## config.mk

```make
export PLATFORM = sky130hd
export DESIGN_NAME = hazard_stall_unit
export DESIGN_NICKNAME = d
export VERILOG_FILES = /design/src/rtl/cpu_pkg.sv /design/src/rtl/hazard_compare.sv /design/src/rtl/hazard_stall_unit.sv
export SDC_FILE = /design/constraint.sdc
export NUM_CORES = 1
export LEC_CHECK = 0
export CAP_MARGIN = 20
export CORE_MARGIN = 5
export CORE_UTILIZATION = 44
export CTS_CLUSTER_DIAMETER = 120
export DETAILED_ROUTE_END_ITERATION = 10
export PLACE_DENSITY = 0.84
export SETUP_SLACK_MARGIN = 0.15
export SLEW_MARGIN = 20
export SYNTH_ARGS = -nofsm -noshare
export SYNTH_HDL_FRONTEND = slang
export SYNTH_SLANG_ARGS = --single-unit
export TNS_END_PERCENT = 5
```

## constraint.sdc

```tcl
create_clock -name clk -period 7.2 [get_ports clk]
set_clock_uncertainty 0.15 [all_clocks]
set_input_delay 2.16 -clock clk [delete_from_list [all_inputs] [get_ports clk]]
set_output_delay 2.16 -clock clk [all_outputs]
set_load 0.02 [all_outputs]
```

## src/rtl/cpu_pkg.sv

```systemverilog
// Shared CPU types: pipeline hazard FSM states,
// EX-stage register write codes and register address width.
package cpu_pkg;

  localparam int REG_AW = 4;

  typedef enum logic [2:0] {
    RUN,
    LD_STALL,
    BR_STALL,
    MULDIV,
    HALT
  } state_t;

  localparam logic [1:0] RW_NONE   = 2'b00;
  localparam logic [1:0] RW_OP1_R0 = 2'b10;
  localparam logic [1:0] RW_OP1    = 2'b11;

endpackage

```

## src/rtl/hazard_compare.sv

```systemverilog
// Register dependency comparators between the ID and EX stages.
// Flags load-use and branch-operand hazards that bypassing cannot cover.
module hazard_compare #(
  parameter int REG_AW = cpu_pkg::REG_AW
) (
  input  logic [REG_AW-1:0] id_op1,
  input  logic [REG_AW-1:0] id_op2,
  input  logic              id_uses_op2,
  input  logic              id_branch,
  input  logic [REG_AW-1:0] ex_op1,
  input  logic [1:0]        ex_regwrite,
  input  logic              ex_memread,
  output logic              load_use,
  output logic              br_dep
);
  import cpu_pkg::*;

  logic ex_wr;
  logic r0_wr;
  logic hit1;
  logic hit2;

  // mul/div also writes R0, so R0 readers depend on it
  assign ex_wr = (ex_regwrite == RW_OP1) || (ex_regwrite == RW_OP1_R0);
  assign r0_wr = (ex_regwrite == RW_OP1_R0);

  assign hit1 = (ex_wr && ex_op1 == id_op1) || (r0_wr && id_op1 == '0);
  assign hit2 = (ex_wr && ex_op1 == id_op2) || (r0_wr && id_op2 == '0);

  assign load_use = ex_memread && (hit1 || (id_uses_op2 && hit2));

  // branch compares in ID, so even an ALU result is too late
  assign br_dep = id_branch && hit1 && !ex_memread;

endmodule

```

## src/rtl/hazard_stall_unit.sv

```systemverilog
// Pipeline hazard controller: freezes and bubbles PC, IF/ID, ID/EX
// and EX/MEM for load-use, branch-operand, mul/div, flush and halt.
module hazard_stall_unit #(
  parameter int MULDIV_LAT = 4,
  parameter int REG_AW     = cpu_pkg::REG_AW
) (
  input  logic              clk,
  input  logic              rst,
  input  logic [REG_AW-1:0] id_op1,
  input  logic [REG_AW-1:0] id_op2,
  input  logic              id_uses_op2,
  input  logic              id_branch,
  input  logic              id_branch_taken,
  input  logic              id_halt,
  input  logic [REG_AW-1:0] ex_op1,
  input  logic [1:0]        ex_regwrite,
  input  logic              ex_memread,
  input  logic              ex_muldiv,
  output logic              pc_we,
  output logic              ifid_we,
  output logic              ifid_flush,
  output logic              idex_we,
  output logic              idex_bubble,
  output logic              exmem_bubble,
  output logic              muldiv_busy,
  output logic              halted
);
  import cpu_pkg::*;

  if (MULDIV_LAT < 2 || MULDIV_LAT > 15) begin : g_bad_lat
    $error("hazard_stall_unit: MULDIV_LAT must be in 2..15");
  end

  localparam logic [3:0] CNT_INIT = 4'(MULDIV_LAT - 1);

  state_t     state;
  state_t     state_d;
  logic [3:0] count;
  logic [3:0] count_d;
  logic       load_use;
  logic       br_dep;

  hazard_compare #(
    .REG_AW (REG_AW)
  ) u_cmp (
    .id_op1      (id_op1),
    .id_op2      (id_op2),
    .id_uses_op2 (id_uses_op2),
    .id_branch   (id_branch),
    .ex_op1      (ex_op1),
    .ex_regwrite (ex_regwrite),
    .ex_memread  (ex_memread),
    .load_use    (load_use),
    .br_dep      (br_dep)
  );

  // decode controls and next state; reset forces the idle RUN decode
  always_comb begin
    pc_we        = 1'b1;
    ifid_we      = 1'b1;
    ifid_flush   = 1'b0;
    idex_we      = 1'b1;
    idex_bubble  = 1'b0;
    exmem_bubble = 1'b0;
    muldiv_busy  = 1'b0;
    halted       = 1'b0;
    state_d      = state;
    count_d      = count;
    if (!rst) begin
      unique case (state)
        RUN, LD_STALL: begin
          state_d = RUN;
          if (ex_muldiv) begin
            pc_we        = 1'b0;
            ifid_we      = 1'b0;
            idex_we      = 1'b0;
            exmem_bubble = 1'b1;
            muldiv_busy  = 1'b1;
            state_d      = MULDIV;
            count_d      = CNT_INIT;
          end else if (load_use) begin
            pc_we       = 1'b0;
            ifid_we     = 1'b0;
            idex_bubble = 1'b1;
            state_d     = id_branch ? BR_STALL : LD_STALL;
          end else if (br_dep) begin
            pc_we       = 1'b0;
            ifid_we     = 1'b0;
            idex_bubble = 1'b1;
          end else if (id_halt) begin
            state_d = HALT;
          end else begin
            ifid_flush = id_branch_taken;
          end
        end
        BR_STALL: begin
          pc_we       = 1'b0;
          ifid_we     = 1'b0;
          idex_bubble = 1'b1;
          state_d     = RUN;
        end
        MULDIV: begin
          pc_we        = 1'b0;
          ifid_we      = 1'b0;
          idex_we      = 1'b0;
          exmem_bubble = 1'b1;
          muldiv_busy  = 1'b1;
          count_d      = count - 4'd1;
          if (count == 4'd1) begin
            state_d = RUN;
          end
        end
        HALT: begin
          pc_we       = 1'b0;
          ifid_we     = 1'b0;
          idex_bubble = 1'b1;
          halted      = 1'b1;
        end
        default: begin
          state_d = RUN;
          count_d = '0;
        end
      endcase
    end
  end

  // state and mul/div occupancy counter
  always_ff @(posedge clk or posedge rst) begin
    if (rst) begin
      state <= RUN;
      count <= '0;
    end else begin
      state <= state_d;
      count <= count_d;
    end
  end

endmodule

```

# Word-level counts from Yosys, hierarchy flattened
# Cells that the tools add are included.
[totals]
register_bits = 7
input_bits = 22
out_inout_bits = 8
word_cells = 71
[op_classes]
add_sub_neg = 1
eq_ne = 11
mux = 33
n_bitwise = 3
reduce_logical = 21
[op_table]
columns = ["cell", "count"]
rows = [
  ["two-way mux 1 bit", 20],
  ["two-way mux 3 bit", 5],
  ["one-hot mux 4 bit (3 select lines)", 1],
  ["one-hot mux 3 bit (3 select lines)", 1],
  ["== test 4 bit", 2],
  ["logical AND 1 bit", 8],
  ["zero test 4 bit", 2],
  ["one-hot mux 1 bit (2 select lines)", 4],
  ["== test 3 x 2 -> 1 bit, second input constant", 2],
  ["AND reduction 3 bit", 2],
  ["== test 2 bit, second input constant", 2],
  ["== test 4 x 1 -> 1 bit, second input constant", 1],
  ["logical OR 1 bit", 4],
  ["two-way mux 4 bit", 1],
  ["!= test 2 bit, second input constant", 2],
  ["OR reduction 2 bit", 2],
  ["subtractor 4 x 1 -> 4 bit, second input constant", 1],
  ["== test 3 x 1 -> 1 bit, second input constant", 1],
  ["== test 3 bit, second input constant", 1],
  ["zero test 3 bit", 1],
  ["NOT 1 bit", 3],
  ["OR reduction 3 bit", 1],
  ["two-way mux 2 bit", 1],
  ["zero test 1 bit", 1],
]

# Longest topological paths before layout
# Gate-level depths: netlist (run 1).
[depth]
ltp_word = 11
ltp_mapped = 7
depth_no_buf = 7

# Modules after synthesis
# A second synthesis (run 1) with hierarchy kept.
[unflattened]
hier_cells = 82
area_unflattened_um2 = 679.4
[modules_own_cells]
columns = ["module", "instances", "cells_per_inst", "area_each_um2", "seq_area_each_um2"]
rows = [
  ["hazard_stall_unit", 1, 62, 536.8, 175.2],
  ["hazard_compare", 1, 20, 142.6, 0.0],
]

# Least setup slack after synthesis (run 1)
# No wires, ideal clock.
[synth_path]
path_kind = "input to output"
startpoint = "input ex_op1[3]"
endpoint = "output pc_we"
arrival_time_ps = 3741
t_required_ps = 4890
path_slack_ps = 1149
path_stages = 6
n_path_buf = 1
cell_sequence = "xor2_1 -> nor4_1 -> o211ai_1 -> a22oi_2 -> o41ai_1 -> buf_4"
[synth_between]
elab_chain_cells = 10
elab_cells_between_ends = 16
classes_between = "2 x eq/ne; 5 x mux; 9 x reduce/logical"
[synth_rtl]
columns = ["item", "line", "source"]
rows = [
  ["from (decl)", "hazard_stall_unit.sv:15", "input logic [REG_AW-1:0] ex_op1,"],
  ["== test 4 bit (on tied branches)", "hazard_compare.sv:27, hazard_compare.sv:28", ""],
  ["logical AND 1 bit (on tied branches)", "hazard_compare.sv:27, hazard_compare.sv:28", ""],
  ["logical OR 1 bit (on tied branches)", "hazard_compare.sv:27, hazard_compare.sv:28", ""],
  ["logical AND 1 bit (on tied branches)", "hazard_compare.sv:33, hazard_compare.sv:30", ""],
  ["logical AND 1 bit / logical OR 1 bit (equally long branches)", "hazard_compare.sv:33, hazard_compare.sv:30", ""],
  ["two-way mux 1 bit / logical AND 1 bit (equally long branches)", "-", ""],
  ["two-way mux 1 bit * (2 in a row)", "-", ""],
  ["one-hot mux 1 bit (2 select lines) *", "-", ""],
  ["two-way mux 1 bit *", "-", ""],
  ["to (decl)", "hazard_stall_unit.sv:19", "output logic pc_we,"],
]
# Mark *: on every way between the ends. The rest lies on a longest branch, timed or not.

# Worst setup path in the final report (run 1)
[layout_path]
startpoint = "input id_op1[0]"
endpoint = "output idex_bubble"
[layout_between]
elab_chain_cells = 10
elab_cells_between_ends = 14
classes_between = "1 x eq/ne; 5 x mux; 8 x reduce/logical"
[layout_rtl]
columns = ["item", "line", "source"]
rows = [
  ["from (decl)", "hazard_stall_unit.sv:9", "input logic [REG_AW-1:0] id_op1,"],
  ["== test 4 bit / zero test 4 bit (equally long branches)", "hazard_compare.sv:27", "assign hit1 = (ex_wr && ex_op1 == id_op1) || (r0_wr && id_op1 == '0);"],
  ["logical AND 1 bit", "hazard_compare.sv:27", ""],
  ["logical OR 1 bit *", "hazard_compare.sv:27", ""],
  ["logical AND 1 bit (2 in a row)", "hazard_compare.sv:33", "assign br_dep = id_branch && hit1 && !ex_memread;"],
  ["two-way mux 1 bit", "hazard_stall_unit.sv:86", "end else if (br_dep) begin"],
  ["two-way mux 1 bit *", "hazard_stall_unit.sv:81", "end else if (load_use) begin"],
  ["two-way mux 1 bit *", "hazard_stall_unit.sv:73", "if (ex_muldiv) begin"],
  ["one-hot mux 1 bit (2 select lines) *", "hazard_stall_unit.sv:70", "unique case (state)"],
  ["two-way mux 1 bit *", "hazard_stall_unit.sv:69", "if (!rst) begin"],
  ["to (decl)", "hazard_stall_unit.sv:23", "output logic idex_bubble,"],
]
# Marks and branches as above.

==> results.cfg, run 1 <==
[logic_synthesis]
syn_inst = 84
seq_area_frac_synth = 0.260
synth_top_area_share = 0.260
ys_warn_count = 0
synth_area_leaders = dfrtp_1 26%, xor2_1 10%, a21oi_1 4.5%, inv_1 4.5%, ha_1 3.7%
synth_seq_cells = 7
synth.cell_area_sq_um = 673
avgSynthCellArea_sq_um = 8.01
yosysTopAreaCell = dfrtp_1
synth_cell_type_count = 33
synthArstFlopShare = 1.00
synth_ff_type = dfrtp_1
synth_edf_count = 0
syn-num-nets = 108

[route]
drc = 0
firstDrtPassIters = 4
drt_iter0_markers = 11
finalWirelength_mm = 1.63
ant_nets = 0
wl_per_cell_um = 12.8
avgViaCountPerCell = 5.64
routed-via-count = 722

[finish]
final_cells = 128
multi_input_area_sq_um = 440
drive_above_1_share = 0.0536
final_util = 0.668
nets = 137
area_growth_pct = 45.9
antenna_cells = 0
fillers = 130
seq_area_sq_um = 175

[timing]
finalSetupTns_ps = 0
hold_violations = 0
holdWs_ps = 435
setup_viol_count_final = 0
tightestPinTransition_ps = 450
maxSlewViolCount = 0
worst_slack_ps = 548
fin_crit_sh = 0.924
max_clock_freq_ghz = 0.150
relSlewSlack = 0.700
rsz0062_at_grt = false
min_period_ps = 6650

[global_routing]
gr-total-overflow = 0
grt_pass1_vias = 719
grt_use_total = 0.155
grt_max_degree = 15
antenna_found_initial = 0
grt_pass1_wl_mm = 3.04

[clock_tree]
root_buffer = clkbuf_4
htreeDepth = 1
cts.sinks = 7
numCtsBuffers = 3
ctsResizeCount = 0
cts_tree = built
cts.clk_slew.worst_paths_ps = 50
clkLatencyLatePin_ps = 250
clk_path_buf_depth = 2
post_cts_buffers = 0
hold_buffers = 0

[critical_path]
endpoint_kind = output pin
reg2reg_depth = 5
path_common_cell = clkdlybuf4s50_1
crit_buf_inv = 2
crit_arrival_ps = 4340
r2r_start = state[1]
r2r_slack_ps = 5290
crit_path_top_delay_cell = clkdlybuf4s50_1
cpPeakStageDelay_ps = 590
crit_chain = clkdlybuf4s50_1 -> or4_1 -> nor2_1 -> o21ai_1 -> a22oi_2 -> a21o_1 -> clkdlybuf4s50_1
path_class = in2out
cp-start-kind = primary input
cp_max_fo = 4
r2r_end = count[2]
cp_top_family = buffers and inverters
required_ps = 4890

[pwr]
power_density_nw_per_um2 = 281
leakage_nw = 0.386
peakVddDrop_uv = 118

[place]
port_buffers = 29
dp_slack_ps = 531
placed_cells = 124
dp_hpwl_mm = 1.34
gp_congestion = 0.746

[worst_hold_path]
min_to = count[2]
hp-class = reg2reg
min_path_cells = 1
hp-start = count[2]

[floorplanning]
die_w_um = 49.1
die_area_sq_um = 2410
coreArea_sq_um = 1470
ios = 30
die_h_um = 49.1
initial_core_util = 0.457
rows = 14

[status]
status = complete, no violations

[job]
cap_violations = 0
[where the power goes]
group	internal, mW	switching, mW
logic	0.0777	0.0738
clock network	0.0211	0.0141
registers	0.0559	0.0339
total	0.155	0.122
[cell families (layout without fill, tap and decap cells)]
family                     after synthesis  after routing  synth area share
muxes                                    1              1            0.0149
DFF                                      7              7             0.260
xor gates and xnor gates                 9              9             0.117
buffers and inverters                   13             41            0.0855
adders and majority gates                2              2            0.0372
AOI/OAI and AO/OA                       24             24             0.242
and+or+nand+nor                         28             28             0.244
[cell usage in the layout (no fill, tap or decap), types with 2 or more instances in the layout]
| cell type | n |
|---|---|
| ha_1 | 2 |
| a21oi_1 | 6 |
| inv_1 | 8 |
| o22ai_1 | 3 |
| o21ai_0 | 4 |
| nor3_1 | 4 |
| clkdlybuf4s50_1 | 29 |
| xor2_1 | 8 |
| nor2_1 | 4 |
| nor4b_1 | 2 |
| clkbuf_4 | 3 |
| dfrtp_1 | 7 |
| nand2_1 | 5 |
| nor4_1 | 3 |
| nand3b_1 | 2 |
| or4_1 | 2 |
| o21ai_1 | 4 |
[flip-flops by register name, summed over array words and instances, names as in the netlist]
signal / flops
count: 4
state: 3
[cell type report]
cell class / instances / area share
Sequential cell: 7 / 0.178
Clock buffer: 4 / 0.0268
Timing Repair Buffer: 29 / 0.296
Inverter: 8 / 0.0306
Tap cell: 16 / 0.0204
Multi-Input combinational cell: 64 / 0.448
[per-stage QoR]
stage / cell area (sq um) / power, mW
floorplan: 673 / 0.191
global placement: 956 / 0.235
detailed placement: 956 / 0.240
CTS: 982 / 0.278
global route: 982 / 0.307
finish: 982 / 0.276
[layer usage]
| metal | global-route usage | vias up | routed length, um |
|---|---|---|---|
| met5 | 0 | - | 0 |
| met4 | 0.0538 | 0 | 34 |
| met3 | 0.0642 | 4 | 160 |
| met2 | 0.279 | 32 | 831 |
| met1 | 0.157 | 326 | 608 |
| li1 | - | 360 | - |
[cell usage after synthesis, drive strengths merged (2+ instances only)]
master  count
inv         8
o22ai       3
nor4b       2
xor2        8
nor3        4
a21oi       6
dfrtp       7
nand2       5
ha          2
nand3b      2
or4         2
buf         3
clkbuf      2
nor2        4
o21ai       8
nor4        3
[worst max path at each step]
stage / to / slack, ps / depth (start not counted) / start
detailed placement: ifid_we / 530 / 7 / ex_op1[0]
global route: ifid_we / 370 / 7 / ex_op1[0]
floorplan: pc_we / 1150 / 6 / ex_op1[3]
global placement: idex_bubble / 560 / 7 / ex_regwrite[0]
finish: idex_bubble / 550 / 7 / id_op1[0]
CTS: ifid_we / 520 / 7 / ex_op1[0]
(Power assumes the default switching activity.)
==> run 2: changes to the inputs <==
--- a/config.mk
+++ b/config.mk
@@ -5,7 +5,6 @@
 export SDC_FILE = /design/constraint.sdc
 export NUM_CORES = 1
 export LEC_CHECK = 0
-export CAP_MARGIN = 20
 export CORE_MARGIN = 5
 export CORE_UTILIZATION = 44
 export CTS_CLUSTER_DIAMETER = 120
==> results of run 2 <==
Final layout, timing and power as in run 1 (identical DEF).
==> run 3: changes to the inputs <==
--- a/config.mk
+++ b/config.mk
@@ -11,7 +11,7 @@
 export DETAILED_ROUTE_END_ITERATION = 10
 export PLACE_DENSITY = 0.84
 export SETUP_SLACK_MARGIN = 0.15
-export SLEW_MARGIN = 20
+export SLEW_MARGIN = 15
 export SYNTH_ARGS = -nofsm -noshare
 export SYNTH_HDL_FRONTEND = slang
 export SYNTH_SLANG_ARGS = --single-unit
==> results of run 3 <==
Final layout, timing and power as in run 1 (identical DEF).
